===== src/rtl/fetch_unit.sv =====
// -----------------------------------------------------------------------------
// fetch_unit
//   Decoupled instruction-fetch front end. Owns the fetch PC and the supervisor
//   bit, issues pipelined requests on a request/grant/response memory port,
//   buffers returned words in an in-order prefetch FIFO, and hands them to
//   decode over a valid/ready pair. Redirects (branch, jump, illegal-op,
//   exception) and interrupt acceptance flush the FIFO and discard in-flight
//   responses.
//
// Ports
//   clk, RESET_N        clock, asynchronous active-low reset
//   imem_req_o/addr_o   fetch request and word-aligned byte address
//   imem_gnt_i          request accepted this cycle
//   imem_rvalid_i/rdata_i  in-order response
//   inst_valid_o/data_o/pc_o, inst_ready_i   FIFO head handoff to decode
//   redir_valid_i/sel_i/target_i             redirect request
//   IRQ                 level-sensitive interrupt
//   irq_taken_o/xp_pc_o registered pulse on interrupt accept, return address
// -----------------------------------------------------------------------------
module fetch_unit #(
    parameter int           W          = 32,
    parameter int           DEPTH      = 4,
    parameter int           MAX_OUT    = 2,
    parameter logic [W-1:0] RST_ADDR   = 32'h8000_0000,
    parameter logic [W-1:0] ILLOP_ADDR = 32'h8000_0004,
    parameter logic [W-1:0] X_ADDR     = 32'h8000_0008
) (
    input  logic         clk,
    input  logic         RESET_N,
    output logic         imem_req_o,
    output logic [W-1:0] imem_addr_o,
    input  logic         imem_gnt_i,
    input  logic         imem_rvalid_i,
    input  logic [W-1:0] imem_rdata_i,
    output logic         inst_valid_o,
    output logic [W-1:0] inst_data_o,
    output logic [W-1:0] inst_pc_o,
    input  logic         inst_ready_i,
    input  logic         redir_valid_i,
    input  logic [1:0]   redir_sel_i,
    input  logic [W-1:0] redir_target_i,
    input  logic         IRQ,
    output logic         irq_taken_o,
    output logic [W-1:0] xp_pc_o
);

    localparam int              AW         = (DEPTH > 1) ? $clog2(DEPTH) : 1;
    localparam int              CW         = $clog2(DEPTH + 1);
    localparam logic [CW:0]     DEPTH_C    = (CW + 1)'(DEPTH);
    localparam logic [CW-1:0]   MAX_OUT_C  = CW'(MAX_OUT);
    localparam logic [W-1:0]    ALIGN_MASK = ~W'(3);

    logic [W-1:0]  pc;           // next fetch address
    logic [W-1:0]  resp_pc;      // PC of the next response that will be kept
    logic          sup;
    logic [CW-1:0] outstanding;  // granted requests awaiting a response
    logic [CW-1:0] discard;      // stale responses still to be dropped
    logic [CW-1:0] count;        // FIFO occupancy
    logic [AW-1:0] rd_ptr, wr_ptr;
    logic [W-1:0]  data_mem [DEPTH];
    logic [W-1:0]  pc_mem   [DEPTH];

    logic          head_valid, irq_accept, flush, pop, push, grant;
    logic [CW:0]   credit;
    logic [W-1:0]  flush_target;

    assign imem_addr_o = pc;
    assign inst_data_o = data_mem[rd_ptr];
    assign inst_pc_o   = pc_mem[rd_ptr];

    // NOTE: every output of this block gets a default first, so no path
    // leaves a signal unassigned and no latch is inferred.
    always_comb begin
        head_valid   = (count != '0);
        // Interrupts are taken only at a user-mode instruction boundary and
        // lose to an external redirect in the same cycle.
        irq_accept   = IRQ && head_valid && !inst_pc_o[W-1] && !redir_valid_i;
        flush        = redir_valid_i || irq_accept;
        inst_valid_o = head_valid && !irq_accept;
        pop          = inst_valid_o && inst_ready_i;
        // Credit counts in-flight words too, so a response always finds room.
        credit       = {1'b0, outstanding} + {1'b0, count};
        imem_req_o   = RESET_N && (credit < DEPTH_C) && (outstanding < MAX_OUT_C) && !flush;
        grant        = imem_req_o && imem_gnt_i;
        push         = imem_rvalid_i && (discard == '0) && !flush;

        flush_target = X_ADDR;
        if (redir_valid_i) begin
            case (redir_sel_i)
                2'b00:   flush_target = redir_target_i & ALIGN_MASK;
                // A jump may drop to user mode but never raise to supervisor.
                2'b01:   flush_target = {redir_target_i[W-1] & sup, redir_target_i[W-2:0]} & ALIGN_MASK;
                2'b10:   flush_target = ILLOP_ADDR;
                default: flush_target = X_ADDR;
            endcase
        end
    end

    // NOTE: sequential state uses non-blocking assignments so every register
    // samples the pre-edge values of the others.
    always_ff @(posedge clk or negedge RESET_N) begin
        if (!RESET_N) begin
            pc          <= RST_ADDR;
            resp_pc     <= RST_ADDR;
            sup         <= 1'b1;
            outstanding <= '0;
            discard     <= '0;
            count       <= '0;
            rd_ptr      <= '0;
            wr_ptr      <= '0;
            irq_taken_o <= 1'b0;
            xp_pc_o     <= '0;
        end else begin
            irq_taken_o <= irq_accept;
            if (irq_accept) xp_pc_o <= inst_pc_o + W'(4);
            if (pop)        sup     <= inst_pc_o[W-1];

            if (flush) begin
                // Grant this cycle is ignored; a response arriving now is
                // dropped, and every one still in flight will be too.
                pc          <= flush_target;
                resp_pc     <= flush_target;
                outstanding <= outstanding - CW'(imem_rvalid_i);
                discard     <= outstanding - CW'(imem_rvalid_i);
                count       <= '0;
                rd_ptr      <= '0;
                wr_ptr      <= '0;
            end else begin
                if (grant) pc <= pc + W'(4);
                outstanding <= outstanding + CW'(grant) - CW'(imem_rvalid_i);
                if (imem_rvalid_i && (discard != '0)) discard <= discard - CW'(1);
                if (push) begin
                    resp_pc <= resp_pc + W'(4);
                    wr_ptr  <= wr_ptr + AW'(1);
                end
                if (pop) rd_ptr <= rd_ptr + AW'(1);
                count <= count + CW'(push) - CW'(pop);
            end
        end
    end

    // NOTE: the FIFO storage is reset because the head word and PC are
    // visible outputs whose reset value must be zero.
    always_ff @(posedge clk or negedge RESET_N) begin
        if (!RESET_N) begin
            for (int i = 0; i < DEPTH; i++) begin
                data_mem[i] <= '0;
                pc_mem[i]   <= '0;
            end
        end else if (push) begin
            data_mem[wr_ptr] <= imem_rdata_i;
            pc_mem[wr_ptr]   <= resp_pc;
        end
    end

endmodule


===== config.mk =====
export PLATFORM = sky130hd
export DESIGN_NAME = fetch_unit
export DESIGN_NICKNAME = d
export VERILOG_FILES = /design/src/rtl/fetch_unit.sv
export SDC_FILE = /design/constraint.sdc
export NUM_CORES = 1
export LEC_CHECK = 0
export BUFFER_PORTS_ARGS = -buffer_cell sky130_fd_sc_hd__buf_4
export CORE_MARGIN = 4
export CORE_UTILIZATION = 40
export CTS_CLUSTER_DIAMETER = 120
export DETAILED_ROUTE_END_ITERATION = 6
export PLACE_DENSITY_LB_ADDON = 0.05
export SLEW_MARGIN = 40
export SYNTH_ARGS = -nofsm -noshare
export SYNTH_HDL_FRONTEND = slang
export SYNTH_SLANG_ARGS = --single-unit

===== constraint.sdc =====
create_clock -name clk -period 3.7 [get_ports clk]
set_input_delay 0.555 -clock clk [delete_from_list [all_inputs] [get_ports clk]]
set_output_delay 0.555 -clock clk [all_outputs]
set_load 0.02 [all_outputs]

==> results by group <==
CTS
  – TritonCTS buffer count: 42
  – TritonCTS clock tree: built
  – Clock tree sinks: 353
  – Clock Path Buffers: 3
  – Number of instances resized during post-cts repair: 0
  – Clock latency at the later pin of the worst-skew pair: 0.56 ns
  – Cell at the root of the clock tree: sky130_fd_sc_hd__clkbuf_16
  – Post-CTS setup buffers: 0
  – Clock transition at the registers of the reported paths: 0.06 ns
  – Number of levels the H-tree was split into: 2

Logic synthesis
  – Average cell area after synthesis: 12.41 um2
  – Cell count after synthesis: 1376
  – Register bit total from synthesis: 353
  – Biggest area contributors in the synthesized netlist: sky130_fd_sc_hd__dfrtp_1 (51%), sky130_fd_sc_hd__mux2_2 (16%), sky130_fd_sc_hd__mux4_2 (7.8%)
  – Adder-cell area share of the yosys netlist: 0.01554
  – Dominant synthesized flop cell: sky130_fd_sc_hd__dfrtp_1
  – Synth area leader: sky130_fd_sc_hd__dfrtp_1
  – Mux share of post-synthesis cell area: 0.2473
  – Proportion of synthesized chip area in sequential cells: 0.5176
  – Leading cell types by count after synthesis: sky130_fd_sc_hd__dfrtp_1 (350), sky130_fd_sc_hd__mux2_2 (249), sky130_fd_sc_hd__nand2_1 (116), sky130_fd_sc_hd__a21oi_1 (89), sky130_fd_sc_hd__mux4_2 (59)
  – Share of synthesized cell area in and, or, nand and nor gates: 0.09263
  – Area of the mapped netlist: 17070 um2
  – Distinct cell type count after synthesis: 56
  – Main combinational cell family by area after synthesis: multiplexers
  – Count of flip-flops with a built-in enable after synthesis: 0
  – Library cell with the highest instance count after synthesis: sky130_fd_sc_hd__dfrtp_1
  – Synth Area in XOR/XNOR: 0.009747
  – Top-area cell type share of the netlist area: 0.5130
  – Proportion of synthesized flip-flops having asynchronous set or reset: 1.000
  – Compound-cell area share of the yosys netlist: 0.08575
  – Number of warning messages in the yosys log: 0

Critical path
  – Category of the most critical setup path: flop to output pin
  – CP Max Fanout: 33
  – Required time at the worst-slack endpoint: 3.14 ns
  – Arrival time of data at the critical path endpoint: 2.54 ns
  – Kind of start point of the critical path: flop
  – Crit path capture type: output pin

Layout
  – Share of cells above drive strength 1: 0.3914
  – Final net count: 1656
  – Finished Layout Cells: 2128
  – Area added between synthesis and finish: 20.67%
  – Ant. Diodes: 0

STA
  – Maximum clock rate: 322.8 MHz
  – Worst Slack Setup Final: 0.6023 ns
  – Number of hold violations in the final report: 0
  – Final critical path time including I/O delays and setup: 3.098 ns
  – Share of the cycle needed by the critical path after routing: 0.8372
  – Slew headroom: 0.4887
  – Final hold slack: 0.2567 ns
  – Worst-margin pin slew: 0.7642 ns
  – Final Max Slew Viols: 0
  – RSZ-0062 raised after global routing: false
  – Total Neg Setup Slack: 0 ns
  – Setup violations, final: 0
  – Layout Skew: 0.01613 ns

Detailed routing
  – Via Count: 11920
  – Post-route DRC violation count: 0
  – Vias per std cell: 5.600
  – First DRT Iteration DRCs: 807
  – Total wire length after detailed routing: 47.03 mm
  – Routed len/inst: 22.10 um
  – First-pass detailed-route iteration total: 5
  – Routed Antenna Nets: 0

Floorplanning
  – Height of the chip: 214.6 um
  – Core box area: 42040 um2
  – Cell row count: 75
  – Initial core utilization: 0.4061
  – I/O Pins: 204
  – Die Wd: 214.6 um
  – Total Die Area: 46050 um2

Status
  – Result of the run: finished, final reports clean

Global route
  – Wire length of the first global-routing pass: 74.40 mm
  – Pin count of the biggest net entering global routing: 153
  – Global-route usage over all layers: 0.2043
  – Initial antenna violation count: 1
  – Overflow left after global routing: 0
  – Via count of the first global-routing pass: 12210

Place
  – Pre-CTS setup slack: 0.6709 ns
  – Detailed placement HPWL: 31.41 mm
  – Cell count after placement: 2055
  – Gpl congestion: 0.8103
  – Quantity of I/O buffers inserted on ports: 195

Run
  – Count of maximum capacitance violations: 0

Power
  – Standby leakage power: 9.725 nW
  – Total net switching power: 4.267 mW
  – Combinational share of power: 0.304
  – Internal cell power: 8.738 mW
  – Sequential Power Share: 0.379
  – Switching portion of total power: 0.3281
  – Maximum ir drop on the vdd rail: 0.0002825 V
  – Pwr per Cell Area: 631.3 nW/um2
  – Relative contribution of the clock network to total power: 0.317

Worst hold path
  – Class of the tightest hold or removal check: input port to flop
## kinds of logic (layout without fill, tap and decap cells)
| group | Yosys count | after routing |
|---|---|---|
| other cells | 1 | 6 |
| buf+inv | 117 | 325 |
| flops | 353 | 353 |
| xor+xnor | 19 | 19 |
| simple gates | 318 | 318 |
| mux | 312 | 312 |
| fa+ha+maj | 20 | 20 |
| compound gates | 236 | 236 |
## per-layer routing
| layer | global-route usage | up-vias | wire length, um | share of wire |
|---|---|---|---|---|
| met5 | 0 | - | 7 | 0.00015 |
| li1 | - | 5492 | - | - |
| met3 | 0.03727 | 59 | 1934 | 0.041 |
| met4 | 0.04668 | 2 | 898 | 0.019 |
| met2 | 0.3377 | 262 | 23050 | 0.49 |
| met1 | 0.2833 | 6101 | 21140 | 0.45 |
## final cells by class
class                      count  area, um2
fill                        3845      21440
clock buffer                  62       1277
sequential                   353       8842
clock inverter                 8      93.84
inverter                      28      105.1
timing repair buffer         227       1846
tap                          539      674.4
multi-input combinational    911       7762
## worst paths after layout
path                                  from            end  slack [ns]  depth (start not counted)
min in group asynchronous          RESET_N  data_mem[101]        0.41                          2
hold / removal             imem_rdata_i[0]   data_mem[64]        0.26                          2
hold reg to reg                xp_pc_o[14]    xp_pc_o[14]        0.48                          2
setup / recovery                 rd_ptr[0]   inst_valid_o        0.60                          5
setup reg to reg                 rd_ptr[0]       count[2]        0.73                         12
max in group asynchronous          RESET_N   data_mem[97]        1.61                          5
## critical path: stages (launching register included)
cell and delay [ns]:
sky130_fd_sc_hd__dfrtp_4 0.43, sky130_fd_sc_hd__mux4_2 0.56, sky130_fd_sc_hd__or3_1 0.39, sky130_fd_sc_hd__buf_4 0.24
sky130_fd_sc_hd__and2_1 0.20, sky130_fd_sc_hd__buf_4 0.16
## what timing repair did
action | CTS | global route
endpoints found under the hold margin | 13 | 0
hold buffers | 1 | 0
endpoints found under the setup margin | 0 | 0
## power groups by stage
| stage | clock (mW) | sequential, mW | combinational, mW |
|---|---|---|---|
| 6_report | 4.13 | 4.93 | 3.95 |
| 5_1_grt | 4.43 | 5.01 | 4.30 |
| 4_1_cts | 4.27 | 4.94 | 4.03 |
| 3_5_place_dp | 0 | 5.00 | 4.02 |
| 3_3_place_gp | 0 | 4.99 | 3.99 |
| 2_1_floorplan | 0 | 5.03 | 2.32 |
## layout by cell type, fill, tap and decap left out, types with 7 or more instances in the layout
cell type / count
sky130_fd_sc_hd__buf_12: 7
sky130_fd_sc_hd__nor3_1: 8
sky130_fd_sc_hd__mux2_2: 249
sky130_fd_sc_hd__nand2_1: 111
sky130_fd_sc_hd__or4_1: 17
sky130_fd_sc_hd__xnor2_1: 9
sky130_fd_sc_hd__o21ai_0: 50
sky130_fd_sc_hd__ha_1: 18
sky130_fd_sc_hd__and3_1: 14
sky130_fd_sc_hd__nor2_1: 43
sky130_fd_sc_hd__o22a_1: 7
sky130_fd_sc_hd__inv_1: 27
sky130_fd_sc_hd__nand3_1: 46
sky130_fd_sc_hd__clkbuf_8: 13
sky130_fd_sc_hd__a31oi_1: 19
sky130_fd_sc_hd__mux4_2: 59
sky130_fd_sc_hd__nor4_1: 9
sky130_fd_sc_hd__dfrtp_1: 348
sky130_fd_sc_hd__xor2_1: 10
sky130_fd_sc_hd__a21oi_1: 89
sky130_fd_sc_hd__clkbuf_16: 43
sky130_fd_sc_hd__buf_4: 215
sky130_fd_sc_hd__nand4_1: 26
sky130_fd_sc_hd__a2bb2oi_1: 17
sky130_fd_sc_hd__o31ai_1: 23
sky130_fd_sc_hd__and2_1: 11
## per-stage QoR
step | area (um2) | utilization | power (mW)
4_1_cts | 20540 | 0.4886 | 13.24
5_1_grt | 20600 | 0.4900 | 13.74
2_1_floorplan | 17090 | - | 7.358
3_5_place_dp | 19160 | 0.4557 | 9.027
3_3_place_gp | 19160 | 0.4557 | 8.979
6_report | 20600 | 0.4900 | 13.01
## registers in the layout (all words and copies together), names as in the netlist
name	count
data_mem	128
pc_mem	120
imem_addr_o	30
resp_pc	30
xp_pc_o	30
count	3
discard	3
outstanding	3
rd_ptr	2
wr_ptr	2
irq_taken_o	1
sup	1
Note: power is estimated with default switching activity, not from simulation.
